[config.mk]
export PLATFORM = sky130hd
export DESIGN_NAME = button_conditioner_flat
export DESIGN_NICKNAME = d
export VERILOG_FILES = /design/src/rtl/button_conditioner_if.sv /design/src/rtl/button_conditioner.sv /design/src/flat_wrapper.sv
export SDC_FILE = /design/constraint.sdc
export NUM_CORES = 1
export LEC_CHECK = 0
export BUFFER_PORTS_ARGS = -buffer_cell sky130_fd_sc_hd__buf_2
export CORE_ASPECT_RATIO = 0.5
export CORE_UTILIZATION = 57
export DETAILED_ROUTE_END_ITERATION = 8
export PLACE_DENSITY_LB_ADDON = 0.3
export SKIP_LAST_GASP = 1
export SLEW_MARGIN = 10
export SYNTH_ARGS = -nofsm -noshare
export SYNTH_HDL_FRONTEND = slang
export SYNTH_SLANG_ARGS = --single-unit
[constraint.sdc]
create_clock -name clk -period 4.3 [get_ports clk]
set_input_delay 0.86 -clock clk [delete_from_list [all_inputs] [get_ports clk]]
set_output_delay 0.86 -clock clk [all_outputs]
set_load 0.01 [all_outputs]
[src/rtl/button_conditioner_if.sv]
// rtl/button_conditioner_if.sv - button pin/conditioned-output bundle
// Ports (signals):
//   btn_raw   : raw asynchronous pin levels, active-high
//   btn_level : debounced level per channel
//   btn_pedge : one-cycle pulse on debounced 0->1
//   btn_nedge : one-cycle pulse on debounced 1->0
//   btn_rpt   : one-cycle auto-repeat pulse while held
// master drives the pins, slave is the conditioner.
interface button_conditioner_if #(
  parameter int N_BTN = 3
) ();
  logic [N_BTN-1:0] btn_raw;
  logic [N_BTN-1:0] btn_level;
  logic [N_BTN-1:0] btn_pedge;
  logic [N_BTN-1:0] btn_nedge;
  logic [N_BTN-1:0] btn_rpt;

  modport master (
    output btn_raw,
    input  btn_level,
    input  btn_pedge,
    input  btn_nedge,
    input  btn_rpt
  );

  modport slave (
    input  btn_raw,
    output btn_level,
    output btn_pedge,
    output btn_nedge,
    output btn_rpt
  );
endinterface

[src/rtl/button_conditioner.sv]
// rtl/button_conditioner.sv - push-button synchronizer, debouncer, edge and auto-repeat pulser
// Ports:
//   clk     : system clock, rising edge
//   reset_n : asynchronous active-low reset
//   btn     : button_conditioner_if slave (btn_raw in; btn_level, btn_pedge,
//             btn_nedge, btn_rpt out, all registered)
module button_conditioner #(
  parameter int N_BTN           = 3,
  parameter int DEBOUNCE_CYCLES = 1_000_000,
  parameter int REPEAT_DELAY    = 50_000_000,
  parameter int REPEAT_RATE     = 10_000_000
) (
  input  logic                 clk,
  input  logic                 reset_n,
  button_conditioner_if.slave  btn
);

  localparam int DW      = (DEBOUNCE_CYCLES > 1) ? $clog2(DEBOUNCE_CYCLES) : 1;
  localparam int RPT_MAX = (REPEAT_DELAY > REPEAT_RATE) ? REPEAT_DELAY : REPEAT_RATE;
  localparam int RW      = (RPT_MAX > 1) ? $clog2(RPT_MAX) : 1;

  localparam logic [DW-1:0] DB_LAST    = DW'(DEBOUNCE_CYCLES - 1);
  localparam logic [RW-1:0] DELAY_LAST = RW'((REPEAT_DELAY > 0) ? REPEAT_DELAY - 1 : 0);
  localparam logic [RW-1:0] RATE_LAST  = RW'(REPEAT_RATE - 1);
  localparam bit            RPT_EN     = (REPEAT_DELAY > 0);

  typedef enum logic { IDLE, HOLD }  state_t;
  typedef enum logic { DELAY, RATE } phase_t;

  logic [N_BTN-1:0] sync1;
  logic [N_BTN-1:0] sync2;
  logic [N_BTN-1:0] level_v;
  logic [N_BTN-1:0] pedge_v;
  logic [N_BTN-1:0] nedge_v;
  logic [N_BTN-1:0] rpt_v;

  always_ff @(posedge clk or negedge reset_n) begin
    if (!reset_n) begin
      sync1 <= '0;
      sync2 <= '0;
    end else begin
      sync1 <= btn.btn_raw;
      sync2 <= sync1;
    end
  end

  for (genvar i = 0; i < N_BTN; i++) begin : g_ch
    logic [DW-1:0] db_cnt;
    logic [DW-1:0] db_cnt_d;
    logic          level;
    logic          level_d;
    logic          pedge;
    logic          pedge_d;
    logic          nedge;
    logic          nedge_d;
    logic          rpt;
    logic          rpt_d;
    state_t        state;
    state_t        state_d;
    phase_t        phase;
    phase_t        phase_d;
    logic [RW-1:0] rpt_cnt;
    logic [RW-1:0] rpt_cnt_d;

    // Debounce: accept sync2 only after DEBOUNCE_CYCLES consecutive
    // mismatching samples; any agreeing sample restarts the count.
    always_comb begin
      db_cnt_d = '0;
      level_d  = level;
      pedge_d  = 1'b0;
      nedge_d  = 1'b0;
      if (sync2[i] != level) begin
        if (db_cnt == DB_LAST) begin
          level_d = sync2[i];
          pedge_d = sync2[i];
          nedge_d = ~sync2[i];
        end else begin
          db_cnt_d = db_cnt + 1'b1;
        end
      end
    end

    // Repeat FSM reacts to the next-state level/edge so that HOLD starts in
    // the btn_pedge cycle and is abandoned in the btn_nedge cycle; this puts
    // the first btn_rpt exactly REPEAT_DELAY cycles after btn_pedge and keeps
    // btn_rpt out of the release cycle.
    always_comb begin
      state_d   = state;
      phase_d   = phase;
      rpt_cnt_d = rpt_cnt;
      rpt_d     = 1'b0;
      if (RPT_EN) begin
        case (state)
          IDLE: begin
            if (pedge_d) begin
              state_d   = HOLD;
              phase_d   = DELAY;
              rpt_cnt_d = '0;
            end
          end
          HOLD: begin
            if (!level_d) begin
              state_d   = IDLE;
              phase_d   = DELAY;
              rpt_cnt_d = '0;
            end else if (phase == DELAY) begin
              if (rpt_cnt == DELAY_LAST) begin
                rpt_d     = 1'b1;
                rpt_cnt_d = '0;
                phase_d   = RATE;
              end else begin
                rpt_cnt_d = rpt_cnt + 1'b1;
              end
            end else begin
              if (rpt_cnt == RATE_LAST) begin
                rpt_d     = 1'b1;
                rpt_cnt_d = '0;
              end else begin
                rpt_cnt_d = rpt_cnt + 1'b1;
              end
            end
          end
          default: begin
            state_d   = IDLE;
            phase_d   = DELAY;
            rpt_cnt_d = '0;
          end
        endcase
      end
    end

    always_ff @(posedge clk or negedge reset_n) begin
      if (!reset_n) begin
        db_cnt  <= '0;
        level   <= 1'b0;
        pedge   <= 1'b0;
        nedge   <= 1'b0;
        rpt     <= 1'b0;
        state   <= IDLE;
        phase   <= DELAY;
        rpt_cnt <= '0;
      end else begin
        db_cnt  <= db_cnt_d;
        level   <= level_d;
        pedge   <= pedge_d;
        nedge   <= nedge_d;
        rpt     <= rpt_d;
        state   <= state_d;
        phase   <= phase_d;
        rpt_cnt <= rpt_cnt_d;
      end
    end

    assign level_v[i] = level;
    assign pedge_v[i] = pedge;
    assign nedge_v[i] = nedge;
    assign rpt_v[i]   = rpt;
  end

  assign btn.btn_level = level_v;
  assign btn.btn_pedge = pedge_v;
  assign btn.btn_nedge = nedge_v;
  assign btn.btn_rpt   = rpt_v;

endmodule
[src/flat_wrapper.sv]
// flat-port wrapper written by rule: the top's interface ports become plain ports
module button_conditioner_flat 
#(
  parameter int N_BTN           = 3,
  parameter int DEBOUNCE_CYCLES = 1_000_000,
  parameter int REPEAT_DELAY    = 50_000_000,
  parameter int REPEAT_RATE     = 10_000_000
)
  (clk, reset_n, btn_btn_raw, btn_btn_level, btn_btn_pedge, btn_btn_nedge, btn_btn_rpt);
  button_conditioner_if #(.N_BTN(N_BTN)) btn_i ();
  input  logic clk;
  input  logic reset_n;
  input wire logic [$bits(btn_i.btn_raw)-1:0] btn_btn_raw;
  output wire logic [$bits(btn_i.btn_level)-1:0] btn_btn_level;
  output wire logic [$bits(btn_i.btn_pedge)-1:0] btn_btn_pedge;
  output wire logic [$bits(btn_i.btn_nedge)-1:0] btn_btn_nedge;
  output wire logic [$bits(btn_i.btn_rpt)-1:0] btn_btn_rpt;
  assign btn_i.btn_raw = btn_btn_raw;
  assign btn_btn_level = btn_i.btn_level;
  assign btn_btn_pedge = btn_i.btn_pedge;
  assign btn_btn_nedge = btn_i.btn_nedge;
  assign btn_btn_rpt = btn_i.btn_rpt;
  button_conditioner #(.N_BTN(N_BTN), .DEBOUNCE_CYCLES(DEBOUNCE_CYCLES), .REPEAT_DELAY(REPEAT_DELAY), .REPEAT_RATE(REPEAT_RATE)) u_core (.clk(clk), .reset_n(reset_n), .btn(btn_i));
endmodule
==> Yosys cells after proc, flatten, opt, wreduce, memory -nomap -nowiden <==
Index checks and enable logic that the tools add are counted.
{ "totals": {"ff_bits": 162, "inputBits": 5, "out_inout_bits": 12, "ram_bits": 0, "word_cells": 131, "latchBits": 0, "mem_bits_ro": 0, "memories": 0} }
{ "classes": {"n_eq_ne": 15, "reduce_logical": 0, "n_mux": 78, "div": 0, "bitwise_logic": 6, "multipliers": 0, "n_lt_le_gt_ge": 0, "addsub": 6, "shifts": 0} }
{ "ops": {"columns": ["operator", "n"], "rows": [
  ["26-bit two-way mux", 15],
  ["26-bit case mux with 2 select lines", 3],
  ["20-bit two-way mux", 6],
  ["26-bit by 1-bit adder with 26-bit output (second input constant)", 3],
  ["26-bit by 24-bit == test with 1-bit output (second input constant)", 3],
  ["26-bit == test (second input constant)", 3],
  ["20-bit by 1-bit adder with 20-bit output (second input constant)", 3],
  ["20-bit == test (second input constant)", 3],
  ["1-bit two-way mux", 48],
  ["1-bit case mux with 2 select lines", 6],
  ["2-bit by 1-bit != test with 1-bit output (second input constant)", 3],
  ["1-bit NOT", 6],
  ["1-bit != test", 3]
]} }

==> Logic depth before layout (Yosys ltp) <==
Gate-level depths: netlist of run 1.
{ "logic_depth": {"ltp_word": 5, "ltp_mapped": 9, "depth_no_buf": 7} }

==> Least setup slack after synthesis of run 1 <==
Ideal clock, no wire load.
{ "synth_timing": {"path_kind": "register to register", "start": "reg u_core.g_ch[0].db_cnt[6]", "end": "reg u_core.g_ch[0].rpt_cnt[23]", "synth_period_minus_slack_ns": 2.559, "setup_time_ns": 0.126, "path_buffers": 1, "required_time_ns": 4.174, "path_slack_ns": 1.741, "stages_incl_launch_ff": 8, "t_arrival_ns": 2.433, "path_cell_list": "dfrtp_1 or4_1 or4_4 o211a_1 o21a_4 buf_6 o311a_1 a221o_1"} }
{ "synth_via": {"elab_chain_cells": 5, "elab_cells_between_ends": 8, "cone_classes": "eq/ne (2); mux (6)"} }
{ "synth_rtl": {"columns": ["element", "line", "rtl"], "rows": [
  ["from (decl)", "button_conditioner.sv:48", "logic [DW-1:0] db_cnt;"],
  ["from (signal assigned)", "button_conditioner.sv:143", "db_cnt <= db_cnt_d;"],
  ["20-bit == test (*)", "button_conditioner.sv:73", "if (db_cnt == DB_LAST) begin"],
  ["1-bit two-way mux", "button_conditioner.sv:73", null],
  ["1-bit two-way mux", "button_conditioner.sv:72", "if (sync2[i] != level) begin"],
  ["26-bit two-way mux", "button_conditioner.sv:102", "if (!level_d) begin"],
  ["26-bit case mux with 2 select lines", "button_conditioner.sv:93", "case (state)"],
  ["to (signal assigned)", "button_conditioner.sv:150", "rpt_cnt <= rpt_cnt_d;"],
  ["to (decl)", "button_conditioner.sv:62", "logic [RW-1:0] rpt_cnt;"]
]} }
Every way passes the cells marked *; elsewhere a longest branch is shown, timed or not.
A chain may end at the register's enable or synchronous reset.

==> Final worst setup path of run 1 <==
{ "layout_timing": {"start": "reg u_core.g_ch[1].rpt_cnt[9]", "end": "reg u_core.g_ch[1].rpt_cnt[20]"} }
{ "layout_via": {"elab_chain_cells": 5, "elab_cells_between_ends": 8, "cone_classes": "add/sub (1); eq/ne (2); mux (5)"} }
{ "layout_rtl": {"columns": ["element", "line", "rtl"], "rows": [
  ["from (decl)", "button_conditioner.sv:62", null],
  ["from (signal assigned)", "button_conditioner.sv:150", null],
  ["26-bit by 1-bit adder with 26-bit output, or another cell as far along", "button_conditioner.sv:112, button_conditioner.sv:119", null],
  ["26-bit two-way mux, on equally long branches", "button_conditioner.sv:107, button_conditioner.sv:115", null],
  ["26-bit two-way mux (*)", "button_conditioner.sv:106", "end else if (phase == DELAY) begin"],
  ["26-bit two-way mux (*)", "button_conditioner.sv:102", null],
  ["26-bit case mux with 2 select lines (*)", "button_conditioner.sv:93", null]
]} }
Marked as above.

==> impl_table.tex, run 1 <==
\begin{tabular}{lr}
\hline
Metric & Value \\
\hline
\multicolumn{2}{l}{\textbf{Outcome}} \\
Outcome & finished, final reports clean \\
\multicolumn{2}{l}{\textbf{CTS}} \\
Clock net sink count & 162 \\
Hold bufs inserted after CTS & 0 \\
Clock Latency Late Sink & 0.42 ns \\
Total CTS buffers & 17 \\
TritonCTS clock tree & done \\
Count of instances resized after the clock tree is built & 0 \\
Max Buffers Root-to-Sink & 2 \\
H-Tree Level Count & 4 \\
Register clock-pin slew on the reported worst setup and hold paths & 0.07 ns \\
\# Post-CTS Setup Buffers & 0 \\
CTS Root Cell & clkbuf\_16 \\
\multicolumn{2}{l}{\textbf{Finish}} \\
Most flop-heavy register & u\_core.g\_ch.rpt\_cnt \\
Number of nets in the finished design & 925 \\
Max FFs per register & 78 \\
Antenna diode count & 0 \\
Commonest cells after routing, fill and taps aside & 162 x dfrtp\_1, 102 x nor2\_1, 97 x nand2\_1 \\
Post-Route Utilization & 64.1\% \\
Area growth from synthesis to layout & 8.70\% \\
Fraction of layout cells with a size suffix above 1 & 8.74\% \\
Register Area & 4050 um2 \\
Most common cell after layout, fill and taps aside & dfrtp\_1 \\
Largest registers ranked by flip-flop count & u\_core.g\_ch.rpt\_cnt: 78 flops, u\_core.g\_ch.db\_cnt: 60 flops \\
Number of fill cells & 1180 \\
Area of the multi-input gates & 4270 um2 \\
\multicolumn{2}{l}{\textbf{Global routing}} \\
Number of antenna violations at the first check in global routing & 0 \\
Pin count of the biggest net entering global routing & 102 \\
Number of global-route vias before repair & 6175 \\
Wire length of the first global-routing pass & 29.0 mm \\
Total congestion overflow & 0 \\
Total GRT Usage & 23.1\% \\
\multicolumn{2}{l}{\textbf{Routing}} \\
Post-route DRC violation count & 0 \\
Vias after detailed routing & 6816 \\
Count of antenna-violating nets left after detailed routing & 0 \\
Number of detailed-route iterations in the first pass & 5 \\
Number of DRC markers after the initial detailed-route iteration & 428 \\
Via-to-Cell Ratio & 6.06 \\
Wire length per cell & 15.1 um \\
Wire length reported by the detailed router & 17.0 mm \\
\multicolumn{2}{l}{\textbf{Synthesis}} \\
Share of the synthesized area in the top cell type & 47.1\% \\
Number of synthesized flops with an enable pin & 0 \\
Mapped Nets & 925 \\
Fraction of the mapped netlist area in simple logic gates & 29.9\% \\
Multiplexer share of the synthesized area & 1.54\% \\
Most instantiated flip-flop cell in the synthesis netlist & dfrtp\_1 \\
Proportion of synthesized chip area in sequential cells & 47.1\% \\
Xor and xnor fraction of the mapped netlist area & 5.70\% \\
Post-Syn Instances & 914 \\
Synthesized-area fraction occupied by ao, oa, aoi and oai cells & 11.5\% \\
Distinct cells, synth & 66 \\
Synthesized cell area & 8600 um2 \\
Main combinational cell family by area after synthesis & simple AND/OR/NAND/NOR gates \\
Synth area leaders & dfrtp\_1 47\%, nand3\_1 4.9\%, nor2\_1 4.5\% \\
Syn. warnings & 0 \\
Post-synth ARST share & 100\% \\
Post-synth top area cell & dfrtp\_1 \\
Flip-flop and latch count after synthesis & 162 \\
Mean instance size in the synthesized netlist & 9.41 um2 \\
Synthesized-area fraction occupied by adder cells & 0.873\% \\
\multicolumn{2}{l}{\textbf{Timing}} \\
RSZ-0062 raised after global routing & false \\
Slew at the pin with the worst max-slew slack & 0.914 ns \\
Shortest period the worst path allows & 2.99 ns \\
Ratio of final minimum period to clock period & 69.4\% \\
Highest Clock Rate & 0.335 GHz \\
Final-report max-slew violation count & 0 \\
Fin Clk Skew & 0.00967 ns \\
Worst hold slack after final layout & 0.349 ns \\
Finish-stage setup viols & 0 \\
Post-route setup TNS & 0 ns \\
Worst slew slack as a fraction of its limit & 38.5\% \\
Final Hold Fails & 0 \\
\multicolumn{2}{l}{\textbf{Setup path}} \\
Kind of critical path & flip-flop to flip-flop \\
Arr. time, crit path & 3.28 ns \\
Worst Setup End Kind & flip-flop \\
Maximum fanout along the worst path & 36 \\
Startpoint class of the critical path & flip-flop \\
Worst path required time & 4.60 ns \\
\multicolumn{2}{l}{\textbf{Floorplanning}} \\
Cell row count & 31 \\
Chip Width & 176 um \\
Top Ports & 17 \\
Core Box Area & 14600 um2 \\
Starting density of the core & 59.0\% \\
Area of the die & 15600 um2 \\
Die height & 88.9 um \\
\multicolumn{2}{l}{\textbf{Place}} \\
Number of input and output port buffers inserted & 16 \\
Final weighted congestion in routability-driven placement & 0.836 \\
Total half-perimeter wirelength after legalization and detailed placement & 11.0 mm \\
\multicolumn{2}{l}{\textbf{Power and ir drop}} \\
Standby leakage power & 0.00409 uW \\
Power Density & 330 nW/um2 \\
Worst VDD drop & 0.274 mV \\
Post-route total power & 3080 uW \\
\multicolumn{2}{l}{\textbf{Job}} \\
MaxCap Viol Count & 0 \\
\multicolumn{2}{l}{\textbf{Hold path}} \\
Classification of the worst-slack hold path & flip-flop to flip-flop \\
\hline
\end{tabular}
## critical path: stages (launching register included)
cell,delay [ns]
dfrtp_1,0.48
nand4bb_1,0.26
or4_1,0.49
a2111oi_0,0.67
o21ba_1,0.23
buf_4,0.24
and3_1,0.22
a221o_1,0.26
## path summary, 6_finish.rpt
path / from / end / slack, ns / cells after the start
setup / recovery: u_core.g_ch[1].rpt_cnt[9]$_DFFE_PN0P_ / u_core.g_ch[1].rpt_cnt[20]$_DFFE_PN0P_ / 1.31 / 7
setup reg to reg: u_core.g_ch[1].rpt_cnt[9]$_DFFE_PN0P_ / u_core.g_ch[1].rpt_cnt[20]$_DFFE_PN0P_ / 1.31 / 7
hold / removal: u_core.sync1[2]$_DFF_PN0_ / u_core.sync2[2]$_DFF_PN0_ / 0.35 / 0
max in group asynchronous: reset_n / u_core.g_ch[0].rpt_cnt[22]$_DFFE_PN0P_ / 2.93 / 2
min in group asynchronous: reset_n / u_core.g_ch[1].pedge$_DFF_PN0_ / 0.54 / 1
hold reg to reg: u_core.sync1[2]$_DFF_PN0_ / u_core.sync2[2]$_DFF_PN0_ / 0.35 / 0
## synthesized netlist by cell type, types with 4 or more instances
library cell and count:
and3_1 46, xor2_1 33, nor2_1 102, and2_1 10
or3_1 17, nand4_1 23, or4_1 8, and4_1 6
nand4b_1 6, a21oi_1 33, clkbuf_1 15, nor4b_1 5
nor3_1 19, nor4bb_1 6, o311ai_0 4, buf_2 12
dfrtp_1 162, or2_2 11, ha_1 6, nand2_1 97
a21o_1 12, o21ai_0 27, mux2i_1 11, inv_1 16
nor4_1 13, xnor2_1 23, a221o_1 19, o21a_1 8
buf_4 12, nand3_1 84, a22o_1 11
## metal layers
| metal | wire length (um) | up-vias | track usage [%] |
|---|---|---|---|
| met2 | 7930 | 153 | 38.2 |
| met5 | 0 | - | 0 |
| met4 | 212 | 0 | 6.88 |
| met3 | 661 | 26 | 4.98 |
| li1 | - | 3317 | - |
| met1 | 8150 | 3320 | 31.0 |
## metrics by stage
step	std cells	setup WS, ns	instance area [um2]
final	1125	1.31	9350
after global routing	1125	1.10	9350
after CTS	1125	1.34	9350
after detailed placement	1093	1.36	8770
after global placement	1093	1.33	8770
after floorplan	914	1.74	8600
## power by group
group / internal [uW] / switching (uW)
Sequential: 1530 / 8.70
Combinational: 12.6 / 44.3
Clock: 839 / 643
## cell families after synthesis
group | Yosys count
buf+inv | 57
simple gates | 482
fa+ha+maj | 6
flops | 162
mux | 13
compound gates | 138
xor+xnor | 56
## layout make-up
cell class | count | area share [%]
multi-input cells | 695 | 45.6
flip-flops and latches | 162 | 43.4
clock buffers | 20 | 4.88
well taps | 198 | 2.65
repair buffers | 22 | 1.54
clock inverters | 12 | 1.30
inverters | 16 | 0.642
(Power assumes the default switching activity.)
==> inputs of run 2 (changes only) <==
==> constraint.sdc (replaced) <==
create_clock -name clk -period 2.6 [get_ports clk]
set_input_delay 0.52 -clock clk [delete_from_list [all_inputs] [get_ports clk]]
set_output_delay 0.52 -clock clk [all_outputs]
set_load 0.01 [all_outputs]
==> run 2 against run 1 <==
  * The run now ends with negative setup slack left
  * Highest routed layer unchanged
  * Critical path type unchanged
  * First-iteration DRC count grew 37%
  * Sequential cell count unchanged
  * Global-route usage is 2.5 points higher
  * Sequential share of layout area shrank 4.3 points
  * Cell area rose by 11%
  * Combinational power increased by 83%
  * Clock power rose by 89%
  * Cell count increased by 6.7%
==> impl_table.tex, run 2 (same netlist as run 1, synthesis figures left out) <==
\begin{tabular}{lr}
\hline
Metric & Value \\
\hline
\multicolumn{2}{l}{\textbf{Outcome}} \\
Outcome & finished with violations \\
Violated checks & negative setup slack \\
\multicolumn{2}{l}{\textbf{Floorplanning}} \\
Area of the die & 15600 um2 (unchanged) \\
Chip Width & 176 um (unchanged) \\
Core Box Area & 14600 um2 (unchanged) \\
Starting density of the core & 59.0\% (unchanged) \\
Top Ports & 17 (unchanged) \\
Cell row count & 31 (unchanged) \\
Die height & 88.9 um (unchanged) \\
\multicolumn{2}{l}{\textbf{Global routing}} \\
Pin count of the biggest net entering global routing & 65 (-36\%) \\
Number of global-route vias before repair & 6834 (+11\%) \\
Number of antenna violations at the first check in global routing & 0 (unchanged) \\
Total GRT Usage & 25.6\% (+2.5 points) \\
Total congestion overflow & 0 (unchanged) \\
Wire length of the first global-routing pass & 31.9 mm (+10\%) \\
\multicolumn{2}{l}{\textbf{CTS}} \\
Hold bufs inserted after CTS & 0 (unchanged) \\
H-Tree Level Count & 4 (unchanged) \\
CTS Root Cell & clkbuf\_16 \\
Max Buffers Root-to-Sink & 2 (unchanged) \\
Clock Latency Late Sink & 0.43 ns (about the same) \\
TritonCTS clock tree & done \\
Clock net sink count & 162 (unchanged) \\
Register clock-pin slew on the reported worst setup and hold paths & 0.07 ns (about the same) \\
Total CTS buffers & 17 (unchanged) \\
\multicolumn{2}{l}{\textbf{Setup path}} \\
Slowest cell on the critical path & a2111oi\_0 \\
Cell family with most CP delay & compound AO/OA/AOI/OAI gates \\
Register-to-register path setup slack & -0.23 ns (-1.55 ns) \\
Largest stage delay, worst path & 0.59 ns (-0.08 ns) \\
Series of cell instances along the critical path & nand4bb\_1 -> or4\_1 -> a2111oi\_0 -> buf\_4 -> o21ba\_4 -> buf\_12 -> clkbuf\_16 -> a221o\_1 \\
Number of buffers and inverters on the critical path & 3 (+2) \\
Origin of the worst setup path & u\_core.g\_ch[1].rpt\_cnt[9]\$\_DFFE\_PN0P\_ \\
Maximum fanout along the worst path & 8 (-78\%) \\
Kind of critical path & flip-flop to flip-flop \\
Reg2reg start & u\_core.g\_ch[1].rpt\_cnt[9]\$\_DFFE\_PN0P\_ \\
FF-to-FF End & u\_core.g\_ch[1].rpt\_cnt[17]\$\_DFFE\_PN0P\_ \\
Stages on worst setup path & 8 (+1) \\
Worst path required time & 2.91 ns (-1.69 ns) \\
Arr. time, crit path & 3.14 ns (-0.14 ns) \\
Worst setup path end & u\_core.g\_ch[1].rpt\_cnt[17]\$\_DFFE\_PN0P\_ \\
R2R depth & 8 (+1) \\
Worst Setup End Kind & flip-flop \\
Startpoint class of the critical path & flip-flop \\
\multicolumn{2}{l}{\textbf{Finish}} \\
Number of nets in the finished design & 1001 (+8.2\%) \\
Most common cell after layout, fill and taps aside & dfrtp\_1 \\
Antenna diode count & 0 (unchanged) \\
Fraction of layout cells with a size suffix above 1 & 18.3\% (+9.5 points) \\
Non-filler instance count after layout & 1200 (+6.7\%) \\
Largest registers ranked by flip-flop count & u\_core.g\_ch.rpt\_cnt: 78 flops, u\_core.g\_ch.db\_cnt: 60 flops \\
Area growth from synthesis to layout & 20.5\% \\
Most flop-heavy register & u\_core.g\_ch.rpt\_cnt \\
Commonest cells after routing, fill and taps aside & 162 x dfrtp\_1, 100 x nor2\_1, 94 x nand2\_1 \\
Max FFs per register & 78 (unchanged) \\
Post-Route Utilization & 71.1\% (+7.0 points) \\
\multicolumn{2}{l}{\textbf{Routing}} \\
Vias after detailed routing & 7492 (+9.9\%) \\
Number of DRC markers after the initial detailed-route iteration & 587 (+37\%) \\
Count of antenna-violating nets left after detailed routing & 0 (unchanged) \\
Post-route DRC violation count & 0 (unchanged) \\
Wire length per cell & 17.5 um (+16\%) \\
Wire length reported by the detailed router & 21.0 mm (+24\%) \\
Via-to-Cell Ratio & 6.24 (+3.0\%) \\
Number of detailed-route iterations in the first pass & 9 (+4) \\
\multicolumn{2}{l}{\textbf{Timing}} \\
Fin Clk Skew & 0.0116 ns (+0.00194 ns) \\
RSZ-0062 raised after global routing & true \\
Finish-stage setup viols & 32 (+32) \\
Highest Clock Rate & 0.353 GHz (+5.5\%) \\
Slew at the pin with the worst max-slew slack & 0.704 ns (-0.210 ns) \\
Post-route setup TNS & -2.92 ns (-2.92 ns) \\
Final Hold Fails & 0 (unchanged) \\
Worst slew slack as a fraction of its limit & 52.6\% (+14 points) \\
Shortest period the worst path allows & 2.83 ns (-0.154 ns) \\
Final-report max-slew violation count & 0 (unchanged) \\
Ratio of final minimum period to clock period & 109\% (+39 points) \\
Final Worst Setup Slack & -0.232 ns (-1.55 ns) \\
\multicolumn{2}{l}{\textbf{Place}} \\
Number of input and output port buffers inserted & 16 (unchanged) \\
Final weighted congestion in routability-driven placement & 0.827 (-1.1\%) \\
Pre-CTS worst setup slack & -0.0988 ns (-1.46 ns) \\
Total half-perimeter wirelength after legalization and detailed placement & 12.5 mm (+13\%) \\
Placed cells & 1152 (+5.4\%) \\
\multicolumn{2}{l}{\textbf{Power and ir drop}} \\
Post-route total power & 5440 uW (+77\%) \\
Power Density & 525 nW/um2 (+59\%) \\
Worst VDD drop & 0.409 mV (+49\%) \\
Standby leakage power & 0.00464 uW (+14\%) \\
\multicolumn{2}{l}{\textbf{Job}} \\
MaxCap Viol Count & 0 (unchanged) \\
\multicolumn{2}{l}{\textbf{Hold path}} \\
Classification of the worst-slack hold path & input pin to asynchronous set/reset pin \\
\hline
\end{tabular}
## run 2: cell types whose count changed in the layout (fill, tap and decap cells not counted), sizes merged, moves of 2 or more
cell	before	now
buf	22	91
clkbuf	20	24
bufinv	1	4
clkinv	4	2
clkinvlp	3	1
o21a	9	11
## run 2: power breakdown
part           total [uW]  internal, uW  switching [uW]  leakage [uW]
Sequential           2550          2540            16.6       0.00224
Clock                2790          1680            1100      0.000314
Combinational         104          25.6            78.0       0.00209
## run 2: cell type report
type	count	area (um2)
inverter	16	60.1
sequential	162	4050
clock inverter	12	194
clock buffer	19	453
multi-input combinational	697	4470
timing repair buffer	96	890
fill	1056	4220
tap	198	248
## run 2: worst min path at each step
stage	start	depth (start not counted)	slack, ns	endpoint
after global placement	u_core.sync1[2]$_DFF_PN0_	0	0.33	u_core.sync2[2]$_DFF_PN0_
after floorplan	reset_n	0	0.22	u_core.g_ch[0].db_cnt[0]$_DFF_PN0_
after global routing	reset_n	1	0.07	u_core.g_ch[1].rpt_cnt[12]$_DFFE_PN0P_
after CTS	reset_n	1	0.05	u_core.g_ch[1].nedge$_DFF_PN0_
final	reset_n	1	0.03	u_core.g_ch[1].nedge$_DFF_PN0_
after detailed placement	u_core.sync1[1]$_DFF_PN0_	0	0.34	u_core.sync2[1]$_DFF_PN0_
## run 2: layer usage
metal / vias up / routed length (um) / share of wire (%) / track usage [%]
li1: 3490 / - / - / -
met1: 3693 / 9040 / 43 / 32.0
met2: 259 / 10400 / 49 / 45.0
met3: 50 / 1160 / 5.5 / 5.24
met4: 0 / 444 / 2.1 / 9.17
met5: - / 0 / 0 / 0
## run 2: what timing repair did
action / 4_1_cts / 5_1_grt
gates cloned: 1 / 8
pin swaps: 0 / 11
setup endpoints to repair: 26 / 60
buffers inserted: 0 / 8
resized for setup: 6 / 44
## run 2: stage by stage
step	hold WS, ns	instance area (um2)
final	0.0306	10400
after CTS	0.0487	9960
after detailed placement	0.336	9280
after global placement	0.332	9280
after floorplan	0.224	8600
after global routing	0.0680	10400
